### config.mk
export PLATFORM = sky130hd
export DESIGN_NAME = rgb2ycbcr_packer
export DESIGN_NICKNAME = d
export VERILOG_FILES = /design/src/rtl/rgb2ycbcr_packer.sv
export SDC_FILE = /design/constraint.sdc
export NUM_CORES = 1
export LEC_CHECK = 0
export BUFFER_PORTS_ARGS = -buffer_cell sky130_fd_sc_hd__clkbuf_2
export CAP_MARGIN = 20
export CELL_PAD_IN_SITES_DETAIL_PLACEMENT = 0
export CELL_PAD_IN_SITES_GLOBAL_PLACEMENT = 2
export CORE_MARGIN = 3
export CORE_UTILIZATION = 45
export DETAILED_ROUTE_END_ITERATION = 10
export GPL_ROUTABILITY_DRIVEN = 0
export MAX_ROUTING_LAYER = met4
export PLACE_DENSITY = 0.95
export REMOVE_ABC_BUFFERS = 1
export SLEW_MARGIN = 40
export SYNTH_ARGS = -nofsm -noshare
export SYNTH_HDL_FRONTEND = slang
export SYNTH_SLANG_ARGS = --single-unit
### constraint.sdc
create_clock -name clk -period 14.9 [get_ports clk]
set_input_delay 1.49 -clock clk [delete_from_list [all_inputs] [get_ports clk]]
set_output_delay 1.49 -clock clk [all_outputs]
set_load 0.02 [all_outputs]
### src/rtl/rgb2ycbcr_packer.sv
// Purpose : RGB888 -> BT.601 studio-range YCbCr, 4:2:2 chroma averaging, pair packed to {Y0,Cb,Y1,Cr}.
// Latency : odd pixel on pixel_valid at cycle t -> word_valid at t+4 (S1, S2, S3, pack register).
// Backpr. : none; the consumer takes every word_valid pulse, and the input accepts 1 pixel/clk.
//
// Ports:
//   clk, reset        - system clock, synchronous active-high reset
//   pixel_valid       - r/g/b carry a pixel this cycle
//   line_start        - with pixel_valid: this pixel is the first (even) pixel of a line
//   r, g, b           - unsigned 8-bit components
//   word_valid        - one-cycle pulse, word holds a freshly packed pair
//   word              - {Y0[31:24], Cb[23:16], Y1[15:8], Cr[7:0]}, held between pulses
//   pair_error        - one-cycle pulse, a half pair was dropped on a mid-pair line_start
module rgb2ycbcr_packer #(
    parameter int FRAC_BITS = 11,
    parameter int Y_MIN     = 16,
    parameter int Y_MAX     = 235
) (
    input  logic        clk,
    input  logic        reset,
    input  logic        pixel_valid,
    input  logic        line_start,
    input  logic [7:0]  r,
    input  logic [7:0]  g,
    input  logic [7:0]  b,
    output logic        word_valid,
    output logic [31:0] word,
    output logic        pair_error
);

    // Coefficients scaled by 2^FRAC_BITS.
    localparam logic signed [23:0] K_YR  = 24'sd526;
    localparam logic signed [23:0] K_YG  = 24'sd1032;
    localparam logic signed [23:0] K_YB  = 24'sd201;
    localparam logic signed [23:0] K_CBR = -24'sd303;
    localparam logic signed [23:0] K_CBG = -24'sd596;
    localparam logic signed [23:0] K_CBB = 24'sd899;
    localparam logic signed [23:0] K_CRR = 24'sd899;
    localparam logic signed [23:0] K_CRG = -24'sd754;
    localparam logic signed [23:0] K_CRB = -24'sd145;

    localparam logic signed [23:0] RND   = 24'(1 << (FRAC_BITS - 1));
    localparam logic signed [23:0] LO    = 24'(Y_MIN);
    localparam logic signed [23:0] HI    = 24'(Y_MAX);
    localparam logic signed [23:0] OFF_Y = 24'sd16;
    localparam logic signed [23:0] OFF_C = 24'sd128;

    typedef enum logic {EVEN, ODD} phase_t;

    // Sum of three weighted components; 24 bits covers the worst case (+/-449k).
    function automatic logic signed [23:0] mac3(
        input logic [7:0]         x0,
        input logic [7:0]         x1,
        input logic [7:0]         x2,
        input logic signed [23:0] k0,
        input logic signed [23:0] k1,
        input logic signed [23:0] k2
    );
        logic signed [23:0] e0, e1, e2;
        e0 = $signed({16'd0, x0});
        e1 = $signed({16'd0, x1});
        e2 = $signed({16'd0, x2});
        return e0 * k0 + e1 * k1 + e2 * k2;
    endfunction

    // Round half up via arithmetic (floor) shift, add offset, clamp to studio range.
    function automatic logic [7:0] rnd_clamp(
        input logic signed [23:0] sum,
        input logic signed [23:0] off
    );
        logic signed [23:0] v;
        v = ((sum + RND) >>> FRAC_BITS) + off;
        if (v < LO) begin
            v = LO;
        end else if (v > HI) begin
            v = HI;
        end
        return v[7:0];
    endfunction

    // S1: input register
    logic               s1_vld_q, s1_vld_d;
    logic               s1_tag_q, s1_tag_d;
    logic [7:0]         s1_r_q, s1_r_d, s1_g_q, s1_g_d, s1_b_q, s1_b_d;
    // S2: weighted sums
    logic               s2_vld_q, s2_vld_d;
    logic               s2_tag_q, s2_tag_d;
    logic signed [23:0] s2_y_q, s2_y_d, s2_cb_q, s2_cb_d, s2_cr_q, s2_cr_d;
    // S3: rounded, offset, clamped components
    logic               s3_vld_q, s3_vld_d;
    logic               s3_tag_q, s3_tag_d;
    logic [7:0]         s3_y_q, s3_y_d, s3_cb_q, s3_cb_d, s3_cr_q, s3_cr_d;
    // Packer
    phase_t             phase_q, phase_d;
    logic [7:0]         y0_q, y0_d, cb0_q, cb0_d, cr0_q, cr0_d;
    logic [31:0]        word_q, word_d;
    logic               word_valid_q, word_valid_d;
    logic               pair_error_q, pair_error_d;

    logic [8:0]         cb_sum, cr_sum;
    logic [7:0]         cb_avg, cr_avg;

    always_comb begin
        // Data registers only load with a valid pixel so idle cycles do not toggle them.
        s1_vld_d = pixel_valid;
        s1_tag_d = pixel_valid & line_start;
        s1_r_d   = pixel_valid ? r : s1_r_q;
        s1_g_d   = pixel_valid ? g : s1_g_q;
        s1_b_d   = pixel_valid ? b : s1_b_q;

        s2_vld_d = s1_vld_q;
        s2_tag_d = s1_tag_q;
        s2_y_d   = s1_vld_q ? mac3(s1_r_q, s1_g_q, s1_b_q, K_YR,  K_YG,  K_YB)  : s2_y_q;
        s2_cb_d  = s1_vld_q ? mac3(s1_r_q, s1_g_q, s1_b_q, K_CBR, K_CBG, K_CBB) : s2_cb_q;
        s2_cr_d  = s1_vld_q ? mac3(s1_r_q, s1_g_q, s1_b_q, K_CRR, K_CRG, K_CRB) : s2_cr_q;

        s3_vld_d = s2_vld_q;
        s3_tag_d = s2_tag_q;
        s3_y_d   = s2_vld_q ? rnd_clamp(s2_y_q,  OFF_Y) : s3_y_q;
        s3_cb_d  = s2_vld_q ? rnd_clamp(s2_cb_q, OFF_C) : s3_cb_q;
        s3_cr_d  = s2_vld_q ? rnd_clamp(s2_cr_q, OFF_C) : s3_cr_q;
    end

    // 9-bit sums cannot overflow; the shift drops the LSB after rounding up.
    always_comb begin
        cb_sum = {1'b0, cb0_q} + {1'b0, s3_cb_q} + 9'd1;
        cr_sum = {1'b0, cr0_q} + {1'b0, s3_cr_q} + 9'd1;
        cb_avg = 8'(cb_sum >> 1);
        cr_avg = 8'(cr_sum >> 1);
    end

    always_comb begin
        phase_d      = phase_q;
        y0_d         = y0_q;
        cb0_d        = cb0_q;
        cr0_d        = cr0_q;
        word_d       = word_q;
        word_valid_d = 1'b0;
        pair_error_d = 1'b0;
        // With no valid pixel the phase and latched half are simply held.
        if (s3_vld_q) begin
            case (phase_q)
                EVEN: begin
                    y0_d    = s3_y_q;
                    cb0_d   = s3_cb_q;
                    cr0_d   = s3_cr_q;
                    phase_d = ODD;
                end
                default: begin
                    if (s3_tag_q) begin
                        // New line started mid-pair: resync, this pixel becomes Y0.
                        pair_error_d = 1'b1;
                        y0_d         = s3_y_q;
                        cb0_d        = s3_cb_q;
                        cr0_d        = s3_cr_q;
                    end else begin
                        word_d       = {y0_q, cb_avg, s3_y_q, cr_avg};
                        word_valid_d = 1'b1;
                        phase_d      = EVEN;
                    end
                end
            endcase
        end
    end

    always_ff @(posedge clk) begin
        if (reset) begin
            s1_vld_q     <= 1'b0;
            s1_tag_q     <= 1'b0;
            s1_r_q       <= '0;
            s1_g_q       <= '0;
            s1_b_q       <= '0;
            s2_vld_q     <= 1'b0;
            s2_tag_q     <= 1'b0;
            s2_y_q       <= '0;
            s2_cb_q      <= '0;
            s2_cr_q      <= '0;
            s3_vld_q     <= 1'b0;
            s3_tag_q     <= 1'b0;
            s3_y_q       <= '0;
            s3_cb_q      <= '0;
            s3_cr_q      <= '0;
            phase_q      <= EVEN;
            y0_q         <= '0;
            cb0_q        <= '0;
            cr0_q        <= '0;
            word_q       <= '0;
            word_valid_q <= 1'b0;
            pair_error_q <= 1'b0;
        end else begin
            s1_vld_q     <= s1_vld_d;
            s1_tag_q     <= s1_tag_d;
            s1_r_q       <= s1_r_d;
            s1_g_q       <= s1_g_d;
            s1_b_q       <= s1_b_d;
            s2_vld_q     <= s2_vld_d;
            s2_tag_q     <= s2_tag_d;
            s2_y_q       <= s2_y_d;
            s2_cb_q      <= s2_cb_d;
            s2_cr_q      <= s2_cr_d;
            s3_vld_q     <= s3_vld_d;
            s3_tag_q     <= s3_tag_d;
            s3_y_q       <= s3_y_d;
            s3_cb_q      <= s3_cb_d;
            s3_cr_q      <= s3_cr_d;
            phase_q      <= phase_d;
            y0_q         <= y0_d;
            cb0_q        <= cb0_d;
            cr0_q        <= cr0_d;
            word_q       <= word_d;
            word_valid_q <= word_valid_d;
            pair_error_q <= pair_error_d;
        end
    end

    assign word_valid = word_valid_q;
    assign word       = word_q;
    assign pair_error = pair_error_q;

endmodule

==> results.md <==
- Reg2reg path depth: 28
- CP dominant cell by count: fa_1
- Pre-CTS setup slack: roughly 6.6 ns
- Final worst setup slack: 6.47 ns
- Post-Synth Adder-Cell Area: about 46%
- Largest net degree at the start of global routing: 84
- Synth Register Bits: ~150
- Area growth syn-to-layout: 7.61%
- Crit-path slowest cell: dfxtp_1
- Unrepaired setup endpoints after global routing: no
- N_diodes: 0
- Reg2Reg Capture Point: s2_cb_q[22]$_SDFFE_PP0P_
- Xor and xnor area share after synthesis: 5.11%
- Synth Area in Compound Gates: a little under an eighth
- Share of cells above drive strength 1: 5.62%
- CP arrival: a little under 9 ns
- Critical path peak fanout: 12
- Drt wl/cell: 17.0 um
- Routed Antenna Nets: 0
- Pleak: between 10 and 15 nW
- Row count: 77
- Post-Synthesis Cells: roughly 2300
- Starting DRT DRC Count: 776
- Worst Skew: 0.0232 ns
- Relative slew slack: between 40 and 50%
- CTS tree: built
- Period minus WS final: 8.43 ns
- Final hold violation count: 0
- Postcts setup bufs: 0
- Worst r2r src: s1_g_q[6]$_SDFFE_PP0P_
- Clk Latency, worst-skew pair: 0.46 ns
- CP endpoint: s2_cb_q[22]$_SDFFE_PP0P_
- H-tree Lvls: 4
- CTS Root Cell: clkbuf_16
- Setup TNS Final: 0 ns
- R2R Setup Slk: 6.47 ns
- PwrDens: 169 nW/um2
- Die Y: approximately 220 um
- DR vias: 15400
- Initial antenna violation count: 0
- Maximum VDD drop: 144 uV
- Syn_area_per_cell: 8.93 um2
- Sink Count: between 100 and 150
- Initial Util: 45.8%
- Vias in the first global route: 15700
- Final net count: 2975
- Drt pass-1 iters: 5
- Area of the die: 47900 um2
- Synth Flop Type: dfxtp_1
- Placed cell count: 2893
- Register area share after synthesis: about 14%
- Total track usage: 22.1%
- Routed wire length: 49.6 mm
- Area contributors post-synth: ha_1 (25%), fa_1 (21%), dfxtp_1 (14%)
- Commonest cells in the netlist: inv_1 (434), ha_1 (411), fa_1 (215), nand2_1 (179), dfxtp_1 (147)
- Worst Setup SP: s1_g_q[6]$_SDFFE_PP0P_
- Mux contribution to synthesized area: 1.96%
- Post-synth EDFFs: 0
- Critical path class: flip-flop to flip-flop
- Synth warnings: 0
- Drt drc: 0
- Setup Viol. Count Final: 0
- Fmax: approximately 120 MHz
- Top-area cell type share of the netlist area: roughly 25%
- Worst EP required: 15.26 ns
- Clock transition at path regs: 0.06 ns
- Most numerous cell in the Yosys netlist: inv_1
- Core area: 44500 um2
- Final Hold Slack: 0.438 ns
- Num CTS Buffers: 17
- CTS resizes: 0
- Outcome: finished, final reports clean
- Post-Synth Simple-Gate Area: 11.6%
- Worst Max-Slew Pin Slew: 0.795 ns
- Hold buffer count at cts: 0
- Synth area leader: ha_1
- Final Max Slew Viols: 0
- Routed vias/inst: between 5 and 6
- Post-Layout Cell Count: 2924
- Biggest cell delay along the critical path: 0.69 ns
- Crit end category: flip-flop
- DP Wirelength: 41.7 mm
- Max-Cap Viols: 0
- Worst Hold Class: flip-flop to flip-flop
- Synthesized cell area: 20400 um2
- IO Pins: 62
- Largest family of logic cells by synthesized area: adder cells
- Port-buffer cells: 61
- First-pass GRT wire length: 80.9 mm
- Fin crit share: about 57%
- Die Width: roughly 220 um
- Crit start category: flip-flop
- FFs w/ async S/R, synth: 0%
- GRT Residual Overflow: 0
- Count of cell types in the netlist: 73
- Clk buf depth: 2
==> critical path: cells and delay by family, from the launching register on <==
family                   cells  cell delay (ns)
AO/OA/AOI/OAI               10             1.99
buffers and inverters        4             0.39
adder cells (fa/ha/maj)     10             4.47
XOR/XNOR                     1             0.21
flip-flops                   1             0.69
AND/OR/NAND/NOR              3             0.60
==> final cells by class <==
cell class,count,area (um2)
clock buffer,19,443
clock inverter,11,155
fill,4246,22600
inverter,434,1630
multi-input combinational,1646,15600
sequential,147,2940
tap,592,741
timing repair buffer,75,417
==> kinds of logic after synthesis <==
| kind of cell | count (synthesis) |
|---|---|
| flops | 147 |
| fa+ha+maj | 626 |
| simple gates | 501 |
| mux | 40 |
| compound gates | 360 |
| xor+xnor | 119 |
| buf+inv | 491 |
==> layer usage <==
layer / wire length (um) / vias up / track usage [%]
met4: 1040 / 0 / 5.81
met2: 23300 / 284 / 36.4
li1: - / 7690 / -
met5: 0 / - / -
met3: 2390 / 49 / 4.20
met1: 22900 / 7423 / 28.1
==> cells in the final DEF (no fill, tap or decap), types with 15 or more instances in the layout <==
cell and instances:
a21oi_1 133, a211oi_1 20, clkbuf_16 17, xnor2_1 88, or3_1 15, nand4_1 16, xor2_1 31, dfxtp_1 147
mux2i_1 40, fa_1 215, nand3_1 47, nor3_1 38, nor2_1 110, clkbuf_2 60, o21ai_0 53, ha_1 411
a21o_1 17, nand2_1 179, inv_1 434, nor2b_1 16
==> stage by stage <==
step / cell area, um2 / util (%) / power, W
4_1_cts: 21900 / 49.3 / 0.00375
6_report: 21900 / 49.3 / 0.00371
2_1_floorplan: 20200 / - / 0.00261
3_5_place_dp: 21300 / 47.9 / 0.00326
5_1_grt: 21900 / 49.3 / 0.00420
3_3_place_gp: 21300 / 47.9 / 0.00320
==> power by group <==
part	switching, W	internal (W)	leakage [nW]	total, W
Combinational	0.00157	0.00120	9.63	0.00277
Clock	0.000184	0.000268	0.295	0.000452
Sequential	0.0000589	0.000427	1.20	0.000486
Total	0.00181	0.00190	11.1	0.00371
==> worst min path at each step <==
stage | endpoint | startpoint | cells past startpoint
floorplan | s2_tag_q$_SDFF_PP0_ | s1_tag_q$_SDFF_PP0_ | 1
global placement | s2_tag_q$_SDFF_PP0_ | s1_tag_q$_SDFF_PP0_ | 1
detailed placement | s3_tag_q$_SDFF_PP0_ | s2_tag_q$_SDFF_PP0_ | 1
CTS | s3_tag_q$_SDFF_PP0_ | s2_tag_q$_SDFF_PP0_ | 1
global route | s2_tag_q$_SDFF_PP0_ | s1_tag_q$_SDFF_PP0_ | 1
finish | s3_tag_q$_SDFF_PP0_ | s2_tag_q$_SDFF_PP0_ | 1
==> registers in the layout, summed over array words and instances, names as in the netlist, 8 cells and up <==
| signal | flops |
|---|---|
| s2_y_q | 10 |
| s2_cr_q | 12 |
| s3_cr_q | 8 |
| s3_cb_q | 8 |
| word | 32 |
| s3_y_q | 8 |
| cr0_q | 8 |
| y0_q | 8 |
| s1_b_q | 8 |
| s2_cb_q | 12 |
| s1_g_q | 8 |
| s1_r_q | 8 |
| cb0_q | 8 |
Power figures use the tool's default switching activity.
